File: src/rtl/serial_frame_pkg.sv
// Shared definitions for the framed serial receiver.
//   rx_state_t      : receiver FSM states
//   clk_cnt_width() : width of the bit-timing divider counter
//   bit_cnt_width() : width of the received-bit counter
package serial_frame_pkg;

    typedef enum logic [2:0] {
        IDLE   = 3'd0,
        START  = 3'd1,
        DATA   = 3'd2,
        PARITY = 3'd3,
        STOP   = 3'd4
    } rx_state_t;

    // Divider counts CLKS_PER_BIT-1 down to 0; at least one bit wide.
    function automatic int clk_cnt_width(input int clks_per_bit);
        return (clks_per_bit > 2) ? $clog2(clks_per_bit) : 1;
    endfunction

    // Bit counter runs 0..WIDTH, so it needs one extra code point.
    function automatic int bit_cnt_width(input int width);
        return $clog2(width + 1);
    endfunction

endpackage

File: src/rtl/serial_frame_rx_ctrl_shift_reg_en.sv
// shift_reg_en: WIDTH-bit serial-in / parallel-out register.
//   clk : clock, rising edge
//   clr : synchronous active-high clear (wins over en)
//   en  : shift enable; new bit enters at the LSB, MSB falls out
//   sin : serial input bit
//   q   : parallel contents
module shift_reg_en
    import serial_frame_pkg::*;
#(
    parameter int WIDTH = 8
) (
    input  logic             clk,
    input  logic             clr,
    input  logic             en,
    input  logic             sin,
    output logic [WIDTH-1:0] q
);

    logic [WIDTH-1:0] q_q;
    logic [WIDTH-1:0] q_d;

    always_comb begin
        q_d = q_q;
        if (clr) begin
            q_d = '0;
        end else if (en) begin
            q_d = {q_q[WIDTH-2:0], sin};
        end
    end

    always_ff @(posedge clk) begin
        q_q <= q_d;
    end

    assign q = q_q;

endmodule

File: src/rtl/serial_frame_rx_ctrl.sv
// serial_frame_rx_ctrl: receives frames of
//   start(0), WIDTH data bits MSB first, [even parity], stop(1)
// and presents each good word through a one-entry valid/ready buffer.
//   Clk, Rst     : clock and synchronous active-high reset
//   Serial_In    : idle-high serial line, already in the Clk domain
//   Data_Out     : buffered word
//   Data_Valid   : buffer holds an unconsumed word
//   Data_Ready   : consumer accepts the word
//   Frame_Err    : one-cycle pulse on bad stop bit or parity mismatch
//   Overrun      : one-cycle pulse when a good frame finds the buffer full
//   Busy         : receiver is inside a frame (state != IDLE)
//   dbg_state    : current FSM state, for observation only
//
// Handshake: a word transfers on every rising edge where Data_Valid and
// Data_Ready are both 1. Data_Out is held constant while Data_Valid is 1
// and no transfer has happened. A new word may be loaded on the same edge
// the old one transfers, so Data_Valid stays high with no bubble.
module serial_frame_rx_ctrl
    import serial_frame_pkg::*;
#(
    parameter int WIDTH        = 8,
    parameter int CLKS_PER_BIT = 4,
    parameter int PARITY_EN    = 1
) (
    input  logic             Clk,
    input  logic             Rst,
    input  logic             Serial_In,
    output logic [WIDTH-1:0] Data_Out,
    output logic             Data_Valid,
    input  logic             Data_Ready,
    output logic             Frame_Err,
    output logic             Overrun,
    output logic             Busy,
    output logic [2:0]       dbg_state
);

    localparam int CNT_W = clk_cnt_width(CLKS_PER_BIT);
    localparam int BIT_W = bit_cnt_width(WIDTH);

    // Half-bit load centres later samples in the middle of each bit.
    localparam logic [CNT_W-1:0] HALF_RELOAD = CNT_W'(CLKS_PER_BIT / 2 - 1);
    localparam logic [CNT_W-1:0] FULL_RELOAD = CNT_W'(CLKS_PER_BIT - 1);
    localparam logic [BIT_W-1:0] LAST_BIT    = BIT_W'(WIDTH - 1);

    rx_state_t        state_q,   state_d;
    logic [CNT_W-1:0] cnt_q,     cnt_d;
    logic [BIT_W-1:0] bit_cnt_q, bit_cnt_d;
    logic             par_err_q, par_err_d;
    logic [WIDTH-1:0] data_q,    data_d;
    logic             valid_q,   valid_d;
    logic             ferr_q,    ferr_d;
    logic             ovr_q,     ovr_d;

    logic             shift_en;
    logic             shreg_clr;
    logic [WIDTH-1:0] shreg;
    logic             expired;

    shift_reg_en #(
        .WIDTH (WIDTH)
    ) u_shreg (
        .clk (Clk),
        .clr (Rst | shreg_clr),
        .en  (shift_en),
        .sin (Serial_In),
        .q   (shreg)
    );

    assign expired = (cnt_q == '0);

    always_comb begin
        state_d   = state_q;
        cnt_d     = cnt_q;
        bit_cnt_d = bit_cnt_q;
        par_err_d = par_err_q;
        data_d    = data_q;
        valid_d   = valid_q;
        ferr_d    = 1'b0;
        ovr_d     = 1'b0;
        shift_en  = 1'b0;
        shreg_clr = 1'b0;

        // Consumer transfer; a load below may immediately refill the buffer.
        if (valid_q && Data_Ready) begin
            valid_d = 1'b0;
        end

        case (state_q)
            IDLE: begin
                if (!Serial_In) begin
                    cnt_d   = HALF_RELOAD;
                    state_d = START;
                end
            end
            START: begin
                if (!expired) begin
                    cnt_d = cnt_q - 1'b1;
                end else if (Serial_In) begin
                    // Line went back high before mid-bit: treat as noise.
                    state_d = IDLE;
                end else begin
                    cnt_d     = FULL_RELOAD;
                    bit_cnt_d = '0;
                    par_err_d = 1'b0;
                    shreg_clr = 1'b1;
                    state_d   = DATA;
                end
            end
            DATA: begin
                if (!expired) begin
                    cnt_d = cnt_q - 1'b1;
                end else begin
                    shift_en  = 1'b1;
                    bit_cnt_d = bit_cnt_q + 1'b1;
                    cnt_d     = FULL_RELOAD;
                    if (bit_cnt_q == LAST_BIT) begin
                        state_d = (PARITY_EN != 0) ? PARITY : STOP;
                    end
                end
            end
            PARITY: begin
                if (!expired) begin
                    cnt_d = cnt_q - 1'b1;
                end else begin
                    par_err_d = (^shreg) ^ Serial_In;
                    cnt_d     = FULL_RELOAD;
                    state_d   = STOP;
                end
            end
            STOP: begin
                if (!expired) begin
                    cnt_d = cnt_q - 1'b1;
                end else begin
                    state_d = IDLE;
                    if (!Serial_In || par_err_q) begin
                        ferr_d = 1'b1;
                    end else if (!valid_q || Data_Ready) begin
                        data_d  = shreg;
                        valid_d = 1'b1;
                    end else begin
                        ovr_d = 1'b1;
                    end
                end
            end
            default: begin
                state_d = IDLE;
            end
        endcase
    end

    always_ff @(posedge Clk) begin
        if (Rst) begin
            state_q   <= IDLE;
            cnt_q     <= '0;
            bit_cnt_q <= '0;
            par_err_q <= 1'b0;
            data_q    <= '0;
            valid_q   <= 1'b0;
            ferr_q    <= 1'b0;
            ovr_q     <= 1'b0;
        end else begin
            state_q   <= state_d;
            cnt_q     <= cnt_d;
            bit_cnt_q <= bit_cnt_d;
            par_err_q <= par_err_d;
            data_q    <= data_d;
            valid_q   <= valid_d;
            ferr_q    <= ferr_d;
            ovr_q     <= ovr_d;
        end
    end

    assign Data_Out   = data_q;
    assign Data_Valid = valid_q;
    assign Frame_Err  = ferr_q;
    assign Overrun    = ovr_q;
    assign Busy       = (state_q != IDLE);
    assign dbg_state  = state_q;

endmodule
File: config.mk
export PLATFORM = sky130hd
export DESIGN_NAME = serial_frame_rx_ctrl
export DESIGN_NICKNAME = d
export VERILOG_FILES = /design/src/rtl/serial_frame_pkg.sv /design/src/rtl/serial_frame_rx_ctrl_shift_reg_en.sv /design/src/rtl/serial_frame_rx_ctrl.sv
export SDC_FILE = /design/constraint.sdc
export NUM_CORES = 1
export LEC_CHECK = 0
export ABC_AREA = 1
export CAP_MARGIN = 25
export CORE_MARGIN = 8
export CORE_UTILIZATION = 50
export DETAILED_ROUTE_END_ITERATION = 10
export GPL_TIMING_DRIVEN = 1
export PLACE_DENSITY = 0.74
export SYNTH_ARGS = -nofsm -noshare
export SYNTH_HDL_FRONTEND = slang
export SYNTH_SLANG_ARGS = --single-unit
File: constraint.sdc
create_clock -name Clk -period 3.6 [get_ports Clk]
set_input_delay 0.72 -clock Clk [delete_from_list [all_inputs] [get_ports Clk]]
set_output_delay 0.72 -clock Clk [all_outputs]
set_load 0.05 [all_outputs]
; After elaboration in Yosys (flattened, before gate mapping)
; Index checks and enable logic that the tools add are counted.
; W data, S select, Z words.
[classes]
addsub = 2
mux = 34
n_bitwise = 5
n_eq_ne = 14
n_reduce_logical = 20
[op_table]
columns = operator, count
row1 = $mux W3, 6
row2 = $ne A2 B2 Y1 const B, 8
row3 = $reduce_and A4 Y1, 4
row4 = $mux W1, 15
row5 = $pmux W3 S5, 1
row6 = $mux W2, 6
row7 = $mux W4, 3
row8 = $pmux W2 S4, 1
row9 = $pmux W4 S2, 1
row10 = $reduce_xor A8 Y1, 1
row11 = $eq A3 B2 Y1 const B, 2
row12 = $reduce_and A6 Y1, 1
row13 = $add A4 B1 Y4 const B, 1
row14 = $eq A4 B3 Y1 const B, 1
row15 = $reduce_bool A2 Y1, 2
row16 = $reduce_bool A4 Y1, 1
row17 = $reduce_or A4 Y1, 1
row18 = $eq A3 B1 Y1 const B, 1
row19 = $eq A3 B3 Y1 const B, 1
row20 = $logic_not A3 Y1, 1
row21 = $ne A3 B3 Y1 const B, 1
row22 = $not A1 Y1, 3
row23 = $reduce_bool A3 Y1, 1
row24 = $reduce_or A3 Y1, 1
row25 = other kinds (9), 11
[totals]
elab_cells = 84
ff_bits = 29

; Longest topological paths before layout
; Gate-level depths: netlist (run 1).
[depth]
word_depth = 6
ltp_mapped = 11
depth_no_buf = 11

; By module
; Synthesis (run 1) repeated with hierarchy kept, for this count alone.
[hier_totals]
hier_cells = 215
area_unflattened_um2 = 1456.4
[modules_own_cells]
columns = mod, n_inst, area_per_inst_um2, cells_each
row1 = serial_frame_rx_ctrl, 1, 1114.8, 164
row2 = shift_reg_en, 1, 341.6, 51

; Least setup slack after synthesis (run 1)
; Ideal clock, no wire load.
[synth_timing]
path_type = reg2out
start = register state_q[1] (netlist: dbg_state[1])
end = output Busy
setup_slack_ps = 1667
n_path_buf = 0
t_arrival_ps = 1213
path_stages_with_launch = 3
required_time_ps = 2880
cell_sequence = dfxtp_1 > nor2_1 > nand2_1
[synth_between]
elab_chain_cells = 1
[synth_lines]
columns = element, line
row1 = from (decl), serial_frame_rx_ctrl.sv:45  ; rx_state_t state_q, state_d;
row2 = from (signal assigned), serial_frame_rx_ctrl.sv:162  ; state_q <= state_d;
row3 = $reduce_bool A3 Y1, serial_frame_rx_ctrl.sv:177  ; assign Busy = (state_q != IDLE);
row4 = to (decl), serial_frame_rx_ctrl.sv:33  ; output logic Busy,
; Every way passes these cells.

; Worst setup path in the final report (run 1)
; Ends and elaborated chain as after synthesis.

==> key figures, run 1 <==
Timing
  – Worst Tran Pin Value: 0.512 ns
  – Max-slew violation count: 0
  – RSZ-0062 raised after global routing: false
  – Clock Skew: ~0.0045 ns
  – Setup violations, final: 0
  – Hold Vio Cnt, Final: 0
  – Final Critical Period: roughly 2.4 ns
  – Setup tns final: 0 ns
  – Fmax achieved: 413 MHz
  – Hold slack final: 0.476 ns
  – Max-slew headroom: approximately 66%
  – Setup ws final: between 1 and 1.5 ns
  – Tcrit/Tclk final: about two thirds

Synth
  – Cell taking the most area after synthesis: dfxtp_1
  – Ys flop type: dfxtp_1
  – Post-synth cell types: 24
  – Post-synth EDFFs: 0
  – Syn Nets: slightly above 200
  – Async S/R FF share, synth: 0%
  – Seq cells post-synth: 29
  – Seq/Total Area, Yosys: 41.8%
  – Top post-synthesis cells by area: dfxtp_1, nand2_1, a21oi_1
  – Synthesized area per cell: between 6 and 7 um^2
  – Most numerous cell in the Yosys netlist: nand2_1
  – Mapped Area: approximately 1400 um^2
  – Yosys warnings: 0
  – Post-Syn Instances: 200
  – Top cells by instance count after synthesis: nand2_1, dfxtp_1, a21oi_1, inv_1, nor2_1
  – Post-synth top area share: 41.8%

Place
  – Cell Area, Placed: 1570 um^2
  – Hpwl dp: 2.19 mm
  – Place WS: 1.22 ns
  – PortBufs: 18
  – Placed instance count: 244
  – Gpl congestion: around 0.8

Floorplanning
  – Core area: around 2700 um^2
  – Initial core utilization: 51.7%
  – Die Ht: 68.7 um
  – Die Width: 68.7 um
  – # rows: 19
  – Die outline area: about 4700 um^2
  – IO Count: 19

Pwr
  – PwrDens: 418 nW/um^2
  – Overall power: 0.680 mW
  – Pleak: roughly 0.73 nW
  – Maximum vdd drop: around 0.28 mV

Worst setup path
  – CP Capture Type: primary output
  – Arr. time, crit path: around 1.7 ns
  – Critical-path maximum fanout: 6
  – Crit Path Class: flop to primary output
  – Critical path startpoint category: flop
  – WP data required: 2.88 ns

Drt
  – Drt initial violations: 38
  – Final WL: 2.85 mm
  – Via density: approximately 5
  – Vias: around 1300
  – Drt pass-1 iters: 4
  – WL/cell: 11.4 um
  – Post-route ant nets: 0
  – Residual DRC count: 0

Finish
  – Nets: ~230
  – Fin area: around 1600 um^2
  – Util after Layout: 60.6%
  – Share of cells above drive strength 1: 10.0%
  – Fin cells: 251
  – Synth-to-layout area growth: 17.4%
  – N_diodes: 0

Clock network
  – Worst-Skew Late Latency: 0.31 ns
  – Number of gates resized after CTS: 0
  – Clock sink count: 29
  – Clock Tree Buf Depth: 2
  – Number of H-tree levels: 2
  – CTS clk-pin slew, worst paths: 0.08 ns
  – CTS tree: built
  – Cts bufs inserted: 5
  – Hold_buf cts: 0
  – Root buf cell: clkbuf_4
  – Post-CTS setup buffers: 0

Global routing
  – First-pass GRT wire length: 4.87 mm
  – Total track usage: between 10% and 20%
  – Initial antenna violation count: 0
  – Total gr overflow: 0
  – Vias in the first global route: 1201
  – Largest net degree at the start of global routing: 14

Flow run
  – Max Cap Violations: 0

Min path
  – Hold Crit Class: flop to flop

Run status
  – Status: complete, no violations
[cell families (layout without fill, tap and decap cells)]
| kind of cell | Yosys count | count (layout) | synth area share [%] |
|---|---|---|---|
| AO/OA/AOI/OAI | 37 | 37 | 14.1 |
| XOR/XNOR | 1 | 1 | 0.631 |
| adder cells (fa/ha/maj) | 2 | 2 | 1.80 |
| buffers and inverters | 32 | 52 | 9.65 |
| flip-flops | 29 | 29 | 41.8 |
| AND/OR/NAND/NOR | 99 | 99 | 32.0 |
[flip-flops by register name, indices dropped and copies added (netlist names)]
register,flops
Data_Out,8
u_shreg.q,8
bit_cnt_q,4
dbg_state,3
cnt_q,2
Data_Valid,1
Frame_Err,1
Overrun,1
par_err_q,1
[cell usage in the layout, fill, tap and decap left out]
cell type         n
nand2_1          50
dfxtp_1          29
inv_1            23
nor2_1           23
a21oi_1          23
clkdlybuf4s50_1  18
o21ai_0          11
nand3_1          11
clkbuf_4          5
inv_2             4
nand2_2           4
nor2_4            3
o21ai_2           2
nand4_1           2
nor3_1            2
ha_1              2
nor2_2            1
nand3_2           1
nand2_4           1
xnor2_1           1
and3_1            1
a211oi_1          1
clkbuf_8          1
clkbuf_1          1
[power breakdown]
group | internal [mW] | leakage, nW | switching, mW
sequential | 0.330 | 0.234 | 0.00850
combinational | 0.0467 | 0.463 | 0.102
clock | 0.0921 | 0.0314 | 0.101
[worst paths after layout]
check,start,depth (start not counted),slack (ns),endpoint
max,dbg_state[1],3,1.18,Busy
max reg2reg,cnt_q[0],6,1.90,bit_cnt_q[0]
min reg2reg,cnt_q[1],2,0.48,cnt_q[1]
min,cnt_q[1],2,0.48,cnt_q[1]
[layer usage]
metal / vias to the layer above / part of all wire (%) / wire (um) / track usage [%]
li1: 669 / - / - / -
met1: 561 / 42 / 1210 / 13.0
met2: 21 / 51 / 1470 / 25.6
met3: 5 / 4.8 / 136 / 3.88
met4: 0 / 1.2 / 35 / 4.86
met5: - / 0 / 0 / 0
[cell type report]
type                            instances  area (um^2)
Inverter                               27          101
Multi-Input combinational cell        139          673
Tap cell                               31         38.8
Fill cell                             241         1060
Clock buffer                            7         55.1
Timing Repair Buffer                   18          180
Sequential cell                        29          581
[critical path: stages, from the launching register on]
cell,delay [ns]
dfxtp_1,0.44
nor2_1,0.10
nand2_1,0.06
clkdlybuf4s50_1,0.79
(Power assumes the default switching activity.)
==> inputs of run 2 (changes only) <==
clock period = 2.39 ns   (was 3.6 ns; I/O delays follow)
==> run 2 against run 1 <==
Net effect:
- routed wire length grew 13%
- die area is the same
- utilization grew 0.56 points
- sequential share of layout area shrank 0.33 points
- worst setup slack lost 1.0 ns
- sequential power grew 51%
- first-iteration DRC count grew 120%
- register-to-register slack lost 1.2 ns
- clock skew grew 0.0036 ns
- critical path type unchanged
- critical endpoint unchanged
- highest routed layer unchanged
==> key figures, run 2 (synthesized netlist as in run 1, its figures left out) <==
Run status
  – Status: complete, no violations

Drt
  – Post-route ant nets: 0
  – Via density: 5.17
  – Residual DRC count: 0
  – Drt pass-1 iters: 4
  – Final WL: 3.21 mm
  – WL/cell: 12.7 um
  – Drt initial violations: 82
  – Vias: 1308

Finish
  – Nets: 228
  – Util after Layout: 61.2%
  – Synth-to-layout area growth: 18.5%
  – N_diodes: 0
  – Share of cells above drive strength 1: 10.8%
  – Fin cells: 253
  – Commonest cells after routing, fill and taps aside: nand2_1, dfxtp_1, inv_1, nor2_1, a21oi_1
  – Commonest non-fill, non-tap cell in the layout: nand2_1
  – Filler cell count: between 200 and 300
  – Fin area: 1640 um^2

Clock network
  – Hold_buf cts: 0
  – Number of H-tree levels: 2
  – Worst-Skew Late Latency: 0.34 ns
  – CTS tree: built
  – Post-CTS setup buffers: 0
  – Clock Tree Buf Depth: 2
  – Root buf cell: clkbuf_4
  – Clock sink count: 29
  – Number of gates resized after CTS: 0
  – CTS clk-pin slew, worst paths: 0.09 ns
  – Cts bufs inserted: 5

Timing
  – Max-slew violation count: 0
  – Worst Tran Pin Value: around 0.51 ns
  – RSZ-0062 raised after global routing: false
  – Setup ws final: ~0.13 ns
  – Final Critical Period: 2.26 ns
  – Setup tns final: 0 ns
  – Hold slack final: 0.480 ns
  – Clock Skew: around 0.0081 ns
  – Setup violations, final: 0
  – Hold Vio Cnt, Final: 0
  – Fmax achieved: 443 MHz
  – Max-slew headroom: 65.7%
  – Tcrit/Tclk final: 94.6%

Floorplanning
  – Die Ht: 68.7 um
  – Die Width: 68.7 um
  – Initial core utilization: roughly half
  – Core area: 2690 um^2
  – IO Count: 19
  – # rows: 19
  – Die outline area: 4720 um^2

Worst setup path
  – Critical path, cell by cell: nor2_1 > nand2_1 > clkdlybuf4s50_1
  – Arr. time, crit path: between 1.5 and 2 ns
  – R2R depth: 6
  – Critical path startpoint category: flop
  – FF-to-FF setup slack: 0.70 ns
  – Worst R2R End: u_shreg.q[6]
  – Worst path max stage delay: 0.79 ns
  – Crit Path Class: flop to primary output
  – CP Capture Type: primary output
  – Critical-path maximum fanout: 6
  – RR Startpoint: cnt_q[0]
  – Crit path max-delay cell type: clkdlybuf4s50_1
  – WP data required: approximately 1.9 ns

Pwr
  – Combinational fraction of design power: between 20% and 30%
  – Clk network pwr share: 29.4%
  – Pleak: 0.738 nW
  – PwrDens: 638 nW/um^2
  – Maximum vdd drop: 0.487 mV
  – Sw power: 0.341 mW
  – Overall power: between 1 and 1.5 mW
  – Register share of total power: 48.7%
  – Net Sw Frac: 32.5%
  – Total internal power: 0.708 mW

Place
  – Cell Area, Placed: between 1500 and 2000 um^2
  – PortBufs: 18
  – Hpwl dp: 2.44 mm
  – Placed instance count: between 200 and 250
  – Gpl congestion: 0.822
  – Place WS: 0.364 ns

Global routing
  – Largest net degree at the start of global routing: 14
  – Total track usage: 15.3%
  – Total gr overflow: 0
  – First-pass GRT wire length: about 5.4 mm
  – Initial antenna violation count: 0
  – Vias in the first global route: 1259

Min path
  – Hold Crit Class: flop to flop
  – Hold depth: 1
  – Hold path start: bit_cnt_q[0]
  – Worst hold endpoint: bit_cnt_q[0]

Flow run
  – Max Cap Violations: 0
## run 2: layout make-up
type,count,area [um^2],share of cell area (%)
Multi-Input combinational cell,139,673,40.9
Sequential cell,29,581,35.3
Timing Repair Buffer,20,195,11.9
Inverter,27,101,6.16
Clock buffer,7,55.1,3.35
Tap cell,31,38.8,2.36
## run 2: critical path: cells and delay by family (launching register included)
family                 cells  cell delay [ns]
AND/OR/NAND/NOR            2             0.18
buffers and inverters      1             0.79
flip-flops                 1             0.47
## run 2: worst max path at each step
stage	start	end	slack, ns	cells past startpoint
after floorplan	dbg_state[1]	Busy	0.70	2
after global placement	Serial_In	Data_Out[2]	0.41	8
after detailed placement	Serial_In	Data_Out[7]	0.36	8
after CTS	dbg_state[1]	Busy	0.14	3
after global routing	dbg_state[1]	Busy	0.04	3
final	dbg_state[1]	Busy	0.13	3
## run 2: per-layer routing
| metal | GRT usage (%) | up-vias | routed length [um] |
|---|---|---|---|
| met5 | 0 | - | 0 |
| met2 | 26.7 | 27 | 1670 |
| met3 | 6.79 | 6 | 211 |
| li1 | - | 678 | - |
| met1 | 15.7 | 597 | 1280 |
| met4 | 5.88 | 0 | 50 |
## run 2: power groups by stage
stage | logic [mW] | clock network (mW) | registers, mW
after floorplan | 0.151 | 0 | 0.542
final | 0.230 | 0.308 | 0.511
after global placement | 0.224 | 0 | 0.521
after CTS | 0.232 | 0.310 | 0.511
after detailed placement | 0.231 | 0 | 0.522
after global routing | 0.258 | 0.328 | 0.513
